## config.mk

```make
export PLATFORM = sky130hd
export DESIGN_NAME = fifo_out
export DESIGN_NICKNAME = d
export VERILOG_FILES = /design/src/rtl/fifo_out.sv
export SDC_FILE = /design/constraint.sdc
export NUM_CORES = 1
export LEC_CHECK = 0
export BUFFER_PORTS_ARGS = -buffer_cell sky130_fd_sc_hd__clkbuf_2
export CORE_AREA = 2 2 39 41
export CTS_CLUSTER_DIAMETER = 200
export CTS_CLUSTER_SIZE = 12
export DETAILED_ROUTE_END_ITERATION = 8
export DIE_AREA = 0 0 41 43
export HOLD_SLACK_MARGIN = 0.1
export PLACE_DENSITY = 0.47
export SKIP_LAST_GASP = 1
export SLEW_MARGIN = 0
export SYNTH_ARGS = -nofsm -noshare
export SYNTH_HDL_FRONTEND = slang
export SYNTH_SLANG_ARGS = --single-unit
```

## constraint.sdc

```tcl
create_clock -name clk -period 0.8 [get_ports clk]
set_input_delay 0.16 -clock clk [delete_from_list [all_inputs] [get_ports clk]]
set_output_delay 0.16 -clock clk [all_outputs]
set_load 0.1 [all_outputs]
```

## src/rtl/fifo_out.sv

```systemverilog
// fifo_out -- registered status and handshake flag decoder for an 8-entry FIFO.
//
// Sits between the FIFO control FSM and the FIFO ports. It decodes the
// controller state code and the occupancy count into flags. Every output is
// registered, so it shows the inputs sampled at the previous rising edge.
//
// Optional feature macro: FIFO_OUT_ALMOST_EN adds almost_full/almost_empty.
//
// Ports:
//   clk           system clock; outputs update on the rising edge
//   reset_n       asynchronous active-low reset
//   state         controller state code (3 bits)
//   data_count    number of stored entries (CNT_W bits)
//   full          data_count >= DEPTH
//   empty         data_count == 0
//   wr_ack        state is WRITE
//   wr_err        state is WR_ERROR
//   rd_ack        state is READ
//   rd_err        state is RD_ERROR
//   almost_full   data_count == DEPTH-1   (FIFO_OUT_ALMOST_EN only)
//   almost_empty  data_count == 1         (FIFO_OUT_ALMOST_EN only)
module fifo_out #(
  parameter int DEPTH = 8,
  parameter int CNT_W = 4
) (
  input  logic             clk,
  input  logic             reset_n,
  input  logic [2:0]       state,
  input  logic [CNT_W-1:0] data_count,
  output logic             full,
  output logic             empty,
  output logic             wr_ack,
  output logic             wr_err,
  output logic             rd_ack,
  output logic             rd_err
`ifdef FIFO_OUT_ALMOST_EN
  ,
  output logic             almost_full,
  output logic             almost_empty
`endif
);

  // 011 and 100 are reserved codes; they fall into the default decode path
  // and behave exactly like INIT / NO_OP (no handshake flag raised).
  typedef enum logic [2:0] {
    ST_INIT     = 3'b000,
    ST_WRITE    = 3'b001,
    ST_READ     = 3'b010,
    ST_WR_ERROR = 3'b101,
    ST_RD_ERROR = 3'b110,
    ST_NO_OP    = 3'b111
  } state_e;

  localparam logic [CNT_W-1:0] L_DEPTH = CNT_W'(DEPTH);

  logic w_full;
  logic w_empty;
  logic w_wr_ack;
  logic w_wr_err;
  logic w_rd_ack;
  logic w_rd_err;

  logic r_full;
  logic r_empty;
  logic r_wr_ack;
  logic r_wr_err;
  logic r_rd_ack;
  logic r_rd_err;

  // Count flags ignore state; counts above DEPTH still read as full.
  always_comb begin
    w_full  = (data_count >= L_DEPTH);
    w_empty = (data_count == '0);
  end

  // Handshake flags are one-hot from state and deliberately not qualified by
  // the count: the controller has already decided accept/reject.
  always_comb begin
    w_wr_ack = 1'b0;
    w_wr_err = 1'b0;
    w_rd_ack = 1'b0;
    w_rd_err = 1'b0;
    case (state)
      ST_WRITE:    w_wr_ack = 1'b1;
      ST_READ:     w_rd_ack = 1'b1;
      ST_WR_ERROR: w_wr_err = 1'b1;
      ST_RD_ERROR: w_rd_err = 1'b1;
      default: ;
    endcase
  end

  always_ff @(posedge clk or negedge reset_n) begin
    if (!reset_n) begin
      r_full   <= 1'b0;
      r_empty  <= 1'b1;
      r_wr_ack <= 1'b0;
      r_wr_err <= 1'b0;
      r_rd_ack <= 1'b0;
      r_rd_err <= 1'b0;
    end else begin
      r_full   <= w_full;
      r_empty  <= w_empty;
      r_wr_ack <= w_wr_ack;
      r_wr_err <= w_wr_err;
      r_rd_ack <= w_rd_ack;
      r_rd_err <= w_rd_err;
    end
  end

  assign full   = r_full;
  assign empty  = r_empty;
  assign wr_ack = r_wr_ack;
  assign wr_err = r_wr_err;
  assign rd_ack = r_rd_ack;
  assign rd_err = r_rd_err;

`ifdef FIFO_OUT_ALMOST_EN
  localparam logic [CNT_W-1:0] L_DEPTH_M1 = CNT_W'(DEPTH - 1);
  localparam logic [CNT_W-1:0] L_ONE      = CNT_W'(1);

  logic w_almost_full;
  logic w_almost_empty;
  logic r_almost_full;
  logic r_almost_empty;

  always_comb begin
    w_almost_full  = (data_count == L_DEPTH_M1);
    w_almost_empty = (data_count == L_ONE);
  end

  always_ff @(posedge clk or negedge reset_n) begin
    if (!reset_n) begin
      r_almost_full  <= 1'b0;
      r_almost_empty <= 1'b0;
    end else begin
      r_almost_full  <= w_almost_full;
      r_almost_empty <= w_almost_empty;
    end
  end

  assign almost_full  = r_almost_full;
  assign almost_empty = r_almost_empty;
`endif

endmodule

```

==> results of run 1 <==
==> power groups by stage <==
stage	clock network, mW	logic [mW]	registers (mW)
2_1_floorplan	0	0.0101	0.419
3_3_place_gp	0	0.176	0.338
3_5_place_dp	0	0.178	0.338
4_1_cts	0.308	0.186	0.333
5_1_grt	0.331	0.192	0.333
6_report	0.293	0.184	0.332
==> per-stage QoR <==
step	hold slack, ns	TNS [ns]	total power [mW]
after floorplan	-0.136	-0.125	0.430
after global placement	-0.0147	-0.126	0.514
after detailed placement	-0.0132	-0.132	0.516
after CTS	0.0352	-1.74	0.827
after global routing	0.0294	-1.73	0.856
final	0.0462	-1.54	0.809
==> repair_timing <==
action	in CTS	in global routing
hold buffers	2	1
endpoints found under the hold margin	9	3
resized for setup	0	0
pin swaps	0	1
setup endpoints to repair	6	7
==> registers in the layout, summed over array words and instances, names as in the netlist <==
name / flops
empty: 1
full: 1
rd_ack: 1
rd_err: 1
wr_ack: 1
wr_err: 1
==> layer usage <==
layer  track usage [%]  wire length (microns)  share of wire (%)  up-vias
li1                  -                      -                  -       80
met3              4.71                     76                 18        0
met5                 0                      0                  0        -
met1              4.62                    162                 38       70
met2              7.81                    186                 44       15
met4              8.00                      0                  0        0
==> layout by cell type (no fill, tap or decap) <==
| cell type | synthesis | layout |
|---|---|---|
| buf_12 | 0 | 6 |
| nor3b_1 | 2 | 2 |
| dfrtp_4 | 0 | 4 |
| clkbuf_4 | 0 | 3 |
| clkbuf_1 | 1 | 1 |
| nor4_2 | 1 | 1 |
| clkbuf_2 | 0 | 8 |
| and3b_1 | 2 | 2 |
| dlygate4sd3_1 | 0 | 2 |
| dfrtp_2 | 0 | 1 |
| dfstp_4 | 0 | 1 |
==> logic make-up after synthesis <==
logic type | Yosys count | synth area share (%)
flops | 6 | 75.6
simple gates | 5 | 22.5
buf+inv | 1 | 1.87
==> layout make-up <==
cell class,instances,area share (%)
Timing Repair Buffer,16,40.7
Multi-Input combinational cell,5,10.2
Tap cell,16,4.52
Sequential cell,6,38.7
Clock buffer,4,5.93
==> how the worst max path moves through the flow <==
stage / endpoint / slack, ns / depth (start not counted)
global placement: empty / -0.13 / 1
floorplan: empty / -0.12 / 0
CTS: empty / -0.40 / 1
detailed placement: empty / -0.13 / 1
finish: empty / -0.39 / 1
global route: empty / -0.42 / 1
==> results.json, run 1 <==
{
  "wl_microns": 425,
  "switching_power_mw": 0.226,
  "finalCritPeriodShare_pct": 149,
  "rsz0062_at_grt": "yes",
  "relSlewSlack_pct": 85.3,
  "worst_pin_slew_ns": 0.219,
  "powerDensity_nw_per_um2": 1830,
  "p_leak_nw": 0.195,
  "maxCapViolCount": 0,
  "ys_top_cells_by_area": "dfrtp_1 (63%), dfstp_2 (13%), and3b_1 (8.8%)",
  "syn_area_sq_um": 200,
  "postSynth.asyncResetShare_pct": 100,
  "hold_class": "input pin to flip-flop",
  "die_w_microns": 41,
  "pwr-share-comb_pct": 22.8,
  "dominantRegCellSynth": "dfrtp_1",
  "hold_path_depth": 2,
  "antennaDiodeCount": 0,
  "cts_buffer_depth": 2,
  "port_buffers": 14,
  "worst_ep_required_time_ns": 0.64,
  "cpPeakStageDelay_ns": 0.62,
  "drt_pass1_iterations": 1,
  "post_cts.repair.setup_buffers": 0,
  "synth_nets": 21,
  "clk_pin_slew_worst_paths_ns": 0.05,
  "utilization_pct": 32.0,
  "fin_area_sq_um": 443,
  "final_hold_viol_count": 0,
  "critPathSlowestCell": "dfstp_4",
  "synth_top_cell_by_area": "dfrtp_1",
  "drtIter0Drc": 0,
  "yosys_warnings": 0,
  "crit_fanout": 1,
  "drc_errors": 0,
  "status": "finished with violations",
  "rows": 14,
  "whs_endpoint": "empty",
  "multi_input_area_sq_um": 45.0,
  "cp.arrival_ns": 1.03,
  "synth_top_cell_area_share_pct": 62.5,
  "drive_gt1_share_pct": 77.4,
  "synth_cells": 12,
  "drv_slew": 0,
  "swShare_pct": 27.9,
  "wire_per_inst_microns": 9.04,
  "grt_use_total_pct": 6.07,
  "fin_crit_ns": 1.19,
  "synth.yosys.seq_area_share_pct": 75.6,
  "fmax_mhz": 842,
  "cts-root-buf": "clkbuf_4",
  "internal_power_mw": 0.584,
  "worstHoldStart": "data_count[1]",
  "area_growth_syn_to_layout_pct": 121,
  "cpLargestDelayFamily": "flip-flops",
  "worst-path-buf-inv": 1,
  "grt_pass1_wl_microns": 600,
  "start_util_pct": 14.5,
  "setup_viol": 7,
  "dieArea_sq_um": 1760,
  "pwr-share-seq_pct": 41.1,
  "h-tree-depth": 1,
  "violations": "setup timing",
  "synth_common_cells": "dfrtp_1 (5), and3b_1 (2), nor3b_1 (2)",
  "postPlaceCellArea_sq_um": 397,
  "yosysMostFrequentCell": "dfrtp_1",
  "path_cells": "buf_12",
  "die_y_microns": 43,
  "clock_sinks": 6,
  "grt_pass1_vias": 170,
  "dp_cells": 41,
  "critical_path_class": "flip-flop to output port",
  "avgViaCountPerCell": 3.51,
  "gp_congestion": 0.580,
  "cts_tree": "built",
  "fillCellCount": 142,
  "overflow": 0,
  "setup_ws_ns": -0.388,
  "seqCellArea_sq_um": 171,
  "pwr-share-clk_pct": 36.2,
  "synth_edf_count": 0,
  "grt_max_degree": 7,
  "ant_nets": 0,
  "finalNonFillerCells": 47,
  "avgSynthCellArea_sq_um": 16.7,
  "cts_buffers": 3,
  "place_ws_ns": -0.132,
  "vias": 165,
  "ys_types": 6,
  "antenna_found_initial": 0,
  "synth_seq_cells": 6,
  "critPathCaptureType": "output port",
  "fp.coreArea_sq_um": 1380,
  "finalNetCount": 41,
  "worst_setup_path_start_kind": "flip-flop",
  "crit_start": "empty",
  "vdd_drop_max_uv": 344,
  "io_pins": 15
}
No activity file was read; power rests on OpenSTA's default activity.
==> inputs of run 2 (changes only) <==
--- a/config.mk
+++ b/config.mk
@@ -13,6 +13,7 @@
 export DIE_AREA = 0 0 41 43
 export HOLD_SLACK_MARGIN = 0.1
 export PLACE_DENSITY = 0.47
+export RECOVER_POWER = 100
 export SKIP_LAST_GASP = 1
 export SLEW_MARGIN = 0
 export SYNTH_ARGS = -nofsm -noshare
==> constraint.sdc (replaced) <==
create_clock -name clk -period 0.8 [get_ports clk]
set_input_delay 0.16 -clock clk [delete_from_list [all_inputs] [get_ports clk]]
set_output_delay 0.16 -clock clk [all_outputs]
set_load 0.05 [all_outputs]
==> results.json, run 2 (synthesized netlist as in run 1, its figures left out) <==
{
  "maxCapViolCount": 0,
  "relSlewSlack_pct": 81.0,
  "cts-root-buf": "clkbuf_4",
  "critPathSlowestCell": "dfstp_2",
  "drc_errors": 0,
  "vdd_drop_max_uv": 393,
  "setup_ws_ns": -0.280,
  "ant_nets": 0,
  "switching_power_mw": 0.176,
  "final_cell_mix": "dfrtp_1 (5), clkbuf_2 (5), buf_8 (5)",
  "wire_per_inst_microns": 9.19,
  "dieArea_sq_um": 1760,
  "p_leak_nw": 0.188,
  "die_y_microns": 43,
  "drv_slew": 0,
  "internal_power_mw": 0.564,
  "clock_sinks": 6,
  "rsz0062_at_grt": "yes",
  "overflow": 0,
  "h-tree-depth": 1,
  "pwr-share-comb_pct": 16.9,
  "utilization_pct": 28.8,
  "crit_fanout": 1,
  "grt_use_total_pct": 5.87,
  "pwr-share-clk_pct": 39.2,
  "drt_pass1_iterations": 2,
  "grt_pass1_vias": 175,
  "fillCellCount": 152,
  "drtIter0Drc": 2,
  "antenna_found_initial": 0,
  "post_cts.repair.setup_buffers": 0,
  "powerDensity_nw_per_um2": 1850,
  "port_buffers": 14,
  "vias": 158,
  "grt_max_degree": 7,
  "worst_pin_slew_ns": 0.286,
  "dp_cells": 41,
  "worst_setup_path_start_kind": "flip-flop",
  "cpLargestDelayFamily": "flip-flops",
  "status": "finished with violations",
  "violations": "setup timing",
  "cp.arrival_ns": 0.92,
  "critical_path_class": "flip-flop to output port",
  "wl_microns": 432,
  "setup_viol": 7,
  "worst-path-buf-inv": 1,
  "pwr-share-seq_pct": 43.9,
  "crit_start": "empty",
  "drive_gt1_share_pct": 51.6,
  "cts_tree": "built",
  "cpPeakStageDelay_ns": 0.53,
  "area_growth_syn_to_layout_pct": 99.4,
  "cts_buffer_depth": 2,
  "worst_ep_required_time_ns": 0.64,
  "cts_buffers": 3,
  "final_hold_viol_count": 0,
  "gp_congestion": 0.480,
  "finalCritPeriodShare_pct": 135,
  "crit_end": "empty",
  "antennaDiodeCount": 0,
  "fmax_mhz": 926,
  "finalNonFillerCells": 47,
  "path_cells": "clkbuf_16",
  "io_pins": 15,
  "fp.coreArea_sq_um": 1380,
  "worstSetupPathDepth": 1,
  "clk_pin_slew_worst_paths_ns": 0.04,
  "swShare_pct": 23.8,
  "start_util_pct": 14.5,
  "hold_class": "input pin to flip-flop",
  "avgViaCountPerCell": 3.36,
  "finalNetCount": 41,
  "fin_crit_ns": 1.08,
  "grt_pass1_wl_microns": 607,
  "rows": 14,
  "critPathCaptureType": "output port",
  "die_w_microns": 41
}
## run 2: repair_timing
item	4_1_cts	5_1_grt
pin swaps	0	1
endpoints found under the setup margin	6	7
hold buffers	2	1
cloned	0	0
gates resized for setup	13	5
hold endpoints to repair	8	2
## run 2: power by group through the flow
stage | Clock, mW | Combinational, mW | Sequential [mW]
after CTS | 0.307 | 0.123 | 0.322
final | 0.290 | 0.125 | 0.325
after floorplan | 0 | 0.0101 | 0.367
after global placement | 0 | 0.0926 | 0.324
after global routing | 0.338 | 0.133 | 0.326
after detailed placement | 0 | 0.0947 | 0.325
## run 2: how the worst min path moves through the flow
stage / end / cells after the start / from
global placement: full / 1 / reset_n
global route: empty / 2 / data_count[2]
floorplan: full / 0 / reset_n
finish: empty / 2 / data_count[0]
detailed placement: wr_ack / 1 / reset_n
CTS: empty / 2 / data_count[0]
## run 2: final cells by class
cell class	count	area (sq um)	share of cell area [%]
repair buffers	16	156	39.2
flip-flops and latches	6	151	37.9
clock buffers	4	26.3	6.58
multi-input cells	5	45.0	11.3
well taps	16	20.0	5.02
## run 2: stage by stage
stage | instance area, sq um | setup TNS, ns | total power, mW | setup WS [ns] | hold slack, ns
CTS | 397 | -1.23 | 0.753 | -0.293 | 0.0450
floorplan | 200 | -0.0155 | 0.377 | -0.0155 | -0.136
detailed placement | 287 | -0.125 | 0.419 | -0.125 | -0.0137
finish | 399 | -0.976 | 0.740 | -0.280 | 0.0562
global route | 399 | -1.22 | 0.796 | -0.309 | 0.0451
global placement | 287 | -0.115 | 0.417 | -0.115 | -0.0165
## run 2: layer usage
layer  track usage (%)  vias up  share of wire (%)
li1                  -       79                  -
met1              4.95       64                 42
met2              7.81       15                 41
met3              4.71        0                 17
met4              6.00        0                  0
met5                 0        -                  0
